[config.mk]
export PLATFORM = sky130hd
export DESIGN_NAME = uart_rx_byte
export DESIGN_NICKNAME = d
export VERILOG_FILES = /design/src/rtl/uart_rx_byte.sv
export SDC_FILE = /design/constraint.sdc
export NUM_CORES = 1
export LEC_CHECK = 0
export ABC_AREA = 1
export BUFFER_PORTS_ARGS = -buffer_cell sky130_fd_sc_hd__buf_2
export CAP_MARGIN = 0
export CORE_UTILIZATION = 45
export DETAILED_ROUTE_END_ITERATION = 10
export PLACE_DENSITY = 0.68
export SLEW_MARGIN = 15
export SYNTH_ARGS = -nofsm -noshare
export SYNTH_HDL_FRONTEND = slang
export SYNTH_SLANG_ARGS = --single-unit
[constraint.sdc]
create_clock -name clk -period 4.55 [get_ports clk]
set_input_delay 0.91 -clock clk [delete_from_list [all_inputs] [get_ports clk]]
set_output_delay 0.91 -clock clk [all_outputs]
set_load 0.05 [all_outputs]
[src/rtl/uart_rx_byte.sv]
// 8N1 UART receiver: 2-FF synchroniser, mid-bit sampling, false-start rejection
// and break hold. One byte plus a one-cycle w_flag per correctly framed character.
module uart_rx_byte #(
    parameter int unsigned CLKS_PER_BIT = 868
) (
    input  logic       clk,
    input  logic       rst_n,
    input  logic       rx,
    output logic [7:0] byte_out,
    output logic       w_flag,
    output logic       busy,
    output logic       frame_err
);

    localparam int unsigned HALF_BIT  = CLKS_PER_BIT / 2;
    localparam logic [15:0] BIT_LAST  = 16'(CLKS_PER_BIT - 1);
    localparam logic [15:0] HALF_LAST = 16'(HALF_BIT - 1);

    typedef enum logic [2:0] {
        IDLE,
        START,
        DATA,
        STOP,
        BREAK_HOLD
    } state_t;

    state_t      state;
    logic        rx_meta;
    logic        rx_s;
    logic [15:0] baud_cnt;
    logic [2:0]  bit_idx;
    logic [7:0]  shreg;

    // Flops preset to 1 so reset looks like an idle line, not a start edge.
    always_ff @(posedge clk or negedge rst_n) begin
        if (!rst_n) begin
            rx_meta <= 1'b1;
            rx_s    <= 1'b1;
        end else begin
            rx_meta <= rx;
            rx_s    <= rx_meta;
        end
    end

    always_ff @(posedge clk or negedge rst_n) begin
        if (!rst_n) begin
            state     <= IDLE;
            baud_cnt  <= '0;
            bit_idx   <= '0;
            shreg     <= '0;
            byte_out  <= '0;
            w_flag    <= 1'b0;
            frame_err <= 1'b0;
            busy      <= 1'b0;
        end else begin
            w_flag    <= 1'b0;
            frame_err <= 1'b0;
            case (state)
                IDLE: begin
                    baud_cnt <= '0;
                    if (!rx_s) begin
                        state <= START;
                        busy  <= 1'b1;
                    end
                end
                START: begin
                    if (baud_cnt == HALF_LAST) begin
                        baud_cnt <= '0;
                        if (!rx_s) begin
                            state   <= DATA;
                            bit_idx <= '0;
                        end else begin
                            state <= IDLE;
                            busy  <= 1'b0;
                        end
                    end else begin
                        baud_cnt <= baud_cnt + 16'd1;
                    end
                end
                DATA: begin
                    if (baud_cnt == BIT_LAST) begin
                        baud_cnt       <= '0;
                        shreg[bit_idx] <= rx_s;
                        if (bit_idx == 3'd7) begin
                            state <= STOP;
                        end else begin
                            bit_idx <= bit_idx + 3'd1;
                        end
                    end else begin
                        baud_cnt <= baud_cnt + 16'd1;
                    end
                end
                STOP: begin
                    if (baud_cnt == BIT_LAST) begin
                        baud_cnt <= '0;
                        if (rx_s) begin
                            byte_out <= shreg;
                            w_flag   <= 1'b1;
                            state    <= IDLE;
                            busy     <= 1'b0;
                        end else begin
                            frame_err <= 1'b1;
                            state     <= BREAK_HOLD;
                        end
                    end else begin
                        baud_cnt <= baud_cnt + 16'd1;
                    end
                end
                // A held-low line must not be re-decoded as a stream of 8'h00 frames.
                BREAK_HOLD: begin
                    baud_cnt <= '0;
                    if (rx_s) begin
                        state <= IDLE;
                        busy  <= 1'b0;
                    end
                end
                default: begin
                    state <= IDLE;
                    busy  <= 1'b0;
                end
            endcase
        end
    end

endmodule

==> impl_table.tex <==
\begin{tabular}{lr}
\hline
Metric & Value \\
\hline
\multicolumn{2}{l}{\textbf{CTS}} \\
\quad CTS root buffer & sky130\_fd\_sc\_hd\_\_clkbuf\_8 \\
\quad Number of H-tree branching levels & 2 \\
\quad CTS Buf Count & 5 \\
\quad Quantity of gates resized following cts & 0 \\
\quad Hold buffer count at cts & 0 \\
\quad Clock latency at the later pin of the worst-skew pair & 0.30 ns \\
\quad Clock transition time at the flip-flop clock pins of the worst setup and hold paths & 0.09 ns \\
\quad Maximum clock path buffer count & 2 \\
\quad Buffer count from post-CTS setup fixing & 0 \\
\quad Clock net sink count & 43 \\
\quad Clock tree from TritonCTS & yes \\
\multicolumn{2}{l}{\textbf{Logic synthesis}} \\
\quad Post-Syn Instances & 353 \\
\quad Number of synthesized register bits & 43 \\
\quad Part of the Yosys area used for sequential elements & 42.4\% \\
\quad Leading cell types by count after synthesis & sky130\_fd\_sc\_hd\_\_nand2\_1, sky130\_fd\_sc\_hd\_\_dfrtp\_1, sky130\_fd\_sc\_hd\_\_nor2\_1, sky130\_fd\_sc\_hd\_\_nand3\_1, sky130\_fd\_sc\_hd\_\_inv\_1 \\
\quad Yosys Warn Count & 0 \\
\quad Most common cell in the synthesized netlist & sky130\_fd\_sc\_hd\_\_nand2\_1 \\
\quad Post-synthesis net count & 360 \\
\quad Share of async-settable or async-resettable flops after synthesis & 100\% \\
\quad Post-synthesis area per instance & 7.20 um2 \\
\quad Share of the synthesized area in the top cell type & 40.4\% \\
\quad Count of flip-flops with a built-in enable after synthesis & 0 \\
\quad Synth top area cells & sky130\_fd\_sc\_hd\_\_dfrtp\_1, sky130\_fd\_sc\_hd\_\_nand2\_1, sky130\_fd\_sc\_hd\_\_nand3\_1, sky130\_fd\_sc\_hd\_\_nor2\_1, sky130\_fd\_sc\_hd\_\_inv\_1 \\
\quad Number of different library cells in the post-synthesis netlist & 29 \\
\quad Post-synthesis instance area & 0.00254 mm2 \\
\quad Flip-flop cell with the highest count after synthesis & sky130\_fd\_sc\_hd\_\_dfrtp\_1 \\
\quad Cell taking the most area after synthesis & sky130\_fd\_sc\_hd\_\_dfrtp\_1 \\
\multicolumn{2}{l}{\textbf{Power and ir drop}} \\
\quad Pwr dens & 267 mW/mm2 \\
\quad Leak Pwr & 0.00146 uW \\
\quad Comb pwr share & 1.4\% \\
\quad Sequential cell fraction of total power & 51.2\% \\
\quad Worst ir drop on vdd & 0.118 mV \\
\quad Switching power & 147 uW \\
\quad Clock power frac & 47.4\% \\
\quad Total internal power & 603 uW \\
\quad Proportion of total power due to net switching & 19.6\% \\
\multicolumn{2}{l}{\textbf{Layout}} \\
\quad Register area & 0.00108 mm2 \\
\quad Total of fill cells in the finished design & 557 \\
\quad Area of combinational cells with multiple inputs & 0.00130 mm2 \\
\quad Number of nets in the layout & 377 \\
\quad Diode count & 0 \\
\quad Share of layout cells above drive strength 1 & 13.5\% \\
\quad Synth-to-Final Area Change & 10.8\% \\
\multicolumn{2}{l}{\textbf{Setup path}} \\
\quad Delay of the slowest critical-path stage & 0.52 ns \\
\quad CP Launch Type & flop \\
\quad Slowest CP cell & sky130\_fd\_sc\_hd\_\_nor2\_2 \\
\quad Cell repeated most along the worst path & sky130\_fd\_sc\_hd\_\_nand2\_1 \\
\quad Kind of cell adding the most delay to the critical path & simple AND/OR/NAND/NOR gates \\
\quad R2R setup slack & 2.65 ns \\
\quad Startpoint of the worst-slack reg-to-reg timing path & state[2]\$\_DFFE\_PN0P\_ \\
\quad Path depth of the worst reg2reg path & 7 \\
\quad Crit path kind & flop to flop \\
\quad Worst R2R End & baud\_cnt[14]\$\_DFFE\_PN0P\_ \\
\quad Data arrival at the endpoint of the critical path & 2.10 ns \\
\quad Crit path max fanout & 16 \\
\quad Number of buffer and inverter instances along the worst setup path & 2 \\
\quad Data required time of the critical path & 4.75 ns \\
\quad Critical path capture point type & flop \\
\quad Cells along the critical path & inv\_2, nor2\_2, inv\_1, nand2\_1, nor2\_2, nand2\_1, nand2\_1 \\
\multicolumn{2}{l}{\textbf{Timing}} \\
\quad Final worst path period share & 41.7\% \\
\quad Final-report hold violation count & 0 \\
\quad Slew Limit Headroom & 36.4\% \\
\quad Worst hold-check slack & 0.359 ns \\
\quad Final number of setup-violating endpoints & 0 \\
\quad Slew Limit Fails & 0 \\
\quad Post-route worst setup slack & 2.65 ns \\
\quad Highest clock rate & 0.527 GHz \\
\quad Accumulated negative setup slack & 0 ns \\
\quad Worst Clk Skew & 0.0101 ns \\
\quad Actual slew at the worst max-slew pin & 0.954 ns \\
\quad Unrepaired setup endpoints after global routing & no \\
\quad Tmin final & 1.90 ns \\
\multicolumn{2}{l}{\textbf{Min path}} \\
\quad WHS Path Cells & 0 \\
\quad Hold Crit Endpoint & rx\_s\$\_DFF\_PN1\_ \\
\quad Tightest Hold Check Type & flop to flop \\
\quad Worst min-delay path startpoint & rx\_meta\$\_DFF\_PN1\_ \\
\multicolumn{2}{l}{\textbf{Job}} \\
\quad Total of max-cap violations & 0 \\
\multicolumn{2}{l}{\textbf{Detailed routing}} \\
\quad Routed Wire Length & 5.57 mm \\
\quad Average vias per placed instance & 5.08 \\
\quad Residual DRC count & 0 \\
\quad Drt initial violations & 238 \\
\quad Total number of vias & 2249 \\
\quad Final routed wire length divided by cell count & 12.6 um \\
\quad Number of detailed-route iterations in the first pass & 5 \\
\quad Antenna-violating nets left & 0 \\
\multicolumn{2}{l}{\textbf{Floorplan}} \\
\quad Die boundary width & 77.2 um \\
\quad Starting utilization of the core area & 46.5\% \\
\quad Die outline area & 0.00595 mm2 \\
\quad Count of standard-cell rows & 27 \\
\quad Ports placed on the boundary & 14 \\
\quad DIE HEIGHT & 77.2 um \\
\quad Core Area & 0.00547 mm2 \\
\multicolumn{2}{l}{\textbf{Placed design}} \\
\quad Worst-case setup slack after placement & 2.67 ns \\
\quad Count of port buffers added during placement & 13 \\
\quad Final weighted congestion of routability-driven global placement & 0.899 \\
\quad HPWL after DPL & 4.00 mm \\
\multicolumn{2}{l}{\textbf{Global route}} \\
\quad Number of global-route vias before repair & 2058 \\
\quad Pin count of the biggest net entering global routing & 44 \\
\quad Tot GR Track Use & 20.6\% \\
\quad Initial antenna violation count & 0 \\
\quad Global-route wire length before repair & 9.67 mm \\
\quad Congestion Overflow GR & 0 \\
\multicolumn{2}{l}{\textbf{Status}} \\
\quad Outcome & finished, final reports clean \\
\hline
\end{tabular}
[layer usage]
metal  track usage, %  part of all wire (%)
met5                0                     0
met1             28.8                    49
met4             7.74                   1.5
met2             30.8                    45
met3             4.52                   4.8
[final cells by class]
| cell class | instances | share of cell area, % |
|---|---|---|
| multi-input cells | 270 | 46.2 |
| flip-flops and latches | 43 | 38.3 |
| inverters | 37 | 5.20 |
| well taps | 72 | 3.20 |
| clock buffers | 5 | 2.44 |
| clock inverters | 3 | 2.40 |
| repair buffers | 13 | 2.31 |
[cells by family (layout without fill, tap and decap cells)]
group                      after synthesis  after routing  synth area share (%)
AOI/OAI and AO/OA                       26             26                  5.91
xor gates and xnor gates                 3              3                  1.03
adders and majority gates                4              4                  1.97
buffers and inverters                   40             58                  6.45
DFF                                     43             43                  42.4
and+or+nand+nor                        237            237                  42.2
[worst max path at each step]
stage | cells after the start | start | slack [ns] | to
floorplan | 0 | busy$_DFFE_PN0P_ | 3.04 | busy
global placement | 7 | state[2]$_DFFE_PN0P_ | 2.79 | baud_cnt[13]$_DFFE_PN0P_
detailed placement | 7 | state[2]$_DFFE_PN0P_ | 2.67 | baud_cnt[1]$_DFFE_PN0P_
CTS | 7 | state[2]$_DFFE_PN0P_ | 2.66 | baud_cnt[1]$_DFFE_PN0P_
global route | 7 | state[2]$_DFFE_PN0P_ | 2.43 | baud_cnt[15]$_DFFE_PN0P_
finish | 7 | state[2]$_DFFE_PN0P_ | 2.65 | baud_cnt[14]$_DFFE_PN0P_
[worst register-to-register path, delay by kind of cell (launching register included)]
kind                   cells  cell delay (ns)
AND/OR/NAND/NOR            5             0.87
buffers and inverters      2             0.45
flip-flops                 1             0.48
[metrics by stage]
stage	total power, uW	instance area, um2	std cells	util [%]
floorplan	394	2540	353	-
global placement	403	2680	435	49.0
detailed placement	403	2680	435	49.0
CTS	756	2820	443	51.5
global route	774	2820	443	51.5
finish	751	2820	443	51.5
[layout by cell type (no fill, tap or decap), types with 2 or more instances in the layout]
master / count
sky130_fd_sc_hd__nor2_1: 34
sky130_fd_sc_hd__nand3b_1: 2
sky130_fd_sc_hd__xor2_1: 3
sky130_fd_sc_hd__buf_2: 13
sky130_fd_sc_hd__inv_1: 27
sky130_fd_sc_hd__nor2_2: 6
sky130_fd_sc_hd__bufinv_16: 2
sky130_fd_sc_hd__nor2_4: 3
sky130_fd_sc_hd__nor3_1: 3
sky130_fd_sc_hd__o21bai_1: 2
sky130_fd_sc_hd__dfrtp_1: 41
sky130_fd_sc_hd__o21ai_0: 5
sky130_fd_sc_hd__nand2_2: 3
sky130_fd_sc_hd__nor2_8: 2
sky130_fd_sc_hd__clkbuf_8: 5
sky130_fd_sc_hd__o21ai_1: 15
sky130_fd_sc_hd__nand4_1: 9
sky130_fd_sc_hd__nand3_1: 33
sky130_fd_sc_hd__ha_1: 4
sky130_fd_sc_hd__inv_2: 7
sky130_fd_sc_hd__nand2_1: 139
sky130_fd_sc_hd__dfstp_2: 2
sky130_fd_sc_hd__o2111ai_1: 3
[flip-flops by register name (all words and copies together) (netlist names)]
name and count:
baud_cnt 16, bit_idx 3, busy 1, byte_out 8
frame_err 1, rx_meta 1, rx_s 1, shreg 8
state 3, w_flag 1
[power groups by stage]
stage	Clock, uW	Combinational (uW)	Sequential [uW]
after floorplan	0	1.75	392
after detailed placement	0	11.0	392
after global routing	377	12.2	385
final	356	10.2	385
after global placement	0	10.8	392
after CTS	360	11.1	385
No activity file was read; power rests on OpenSTA's default activity.
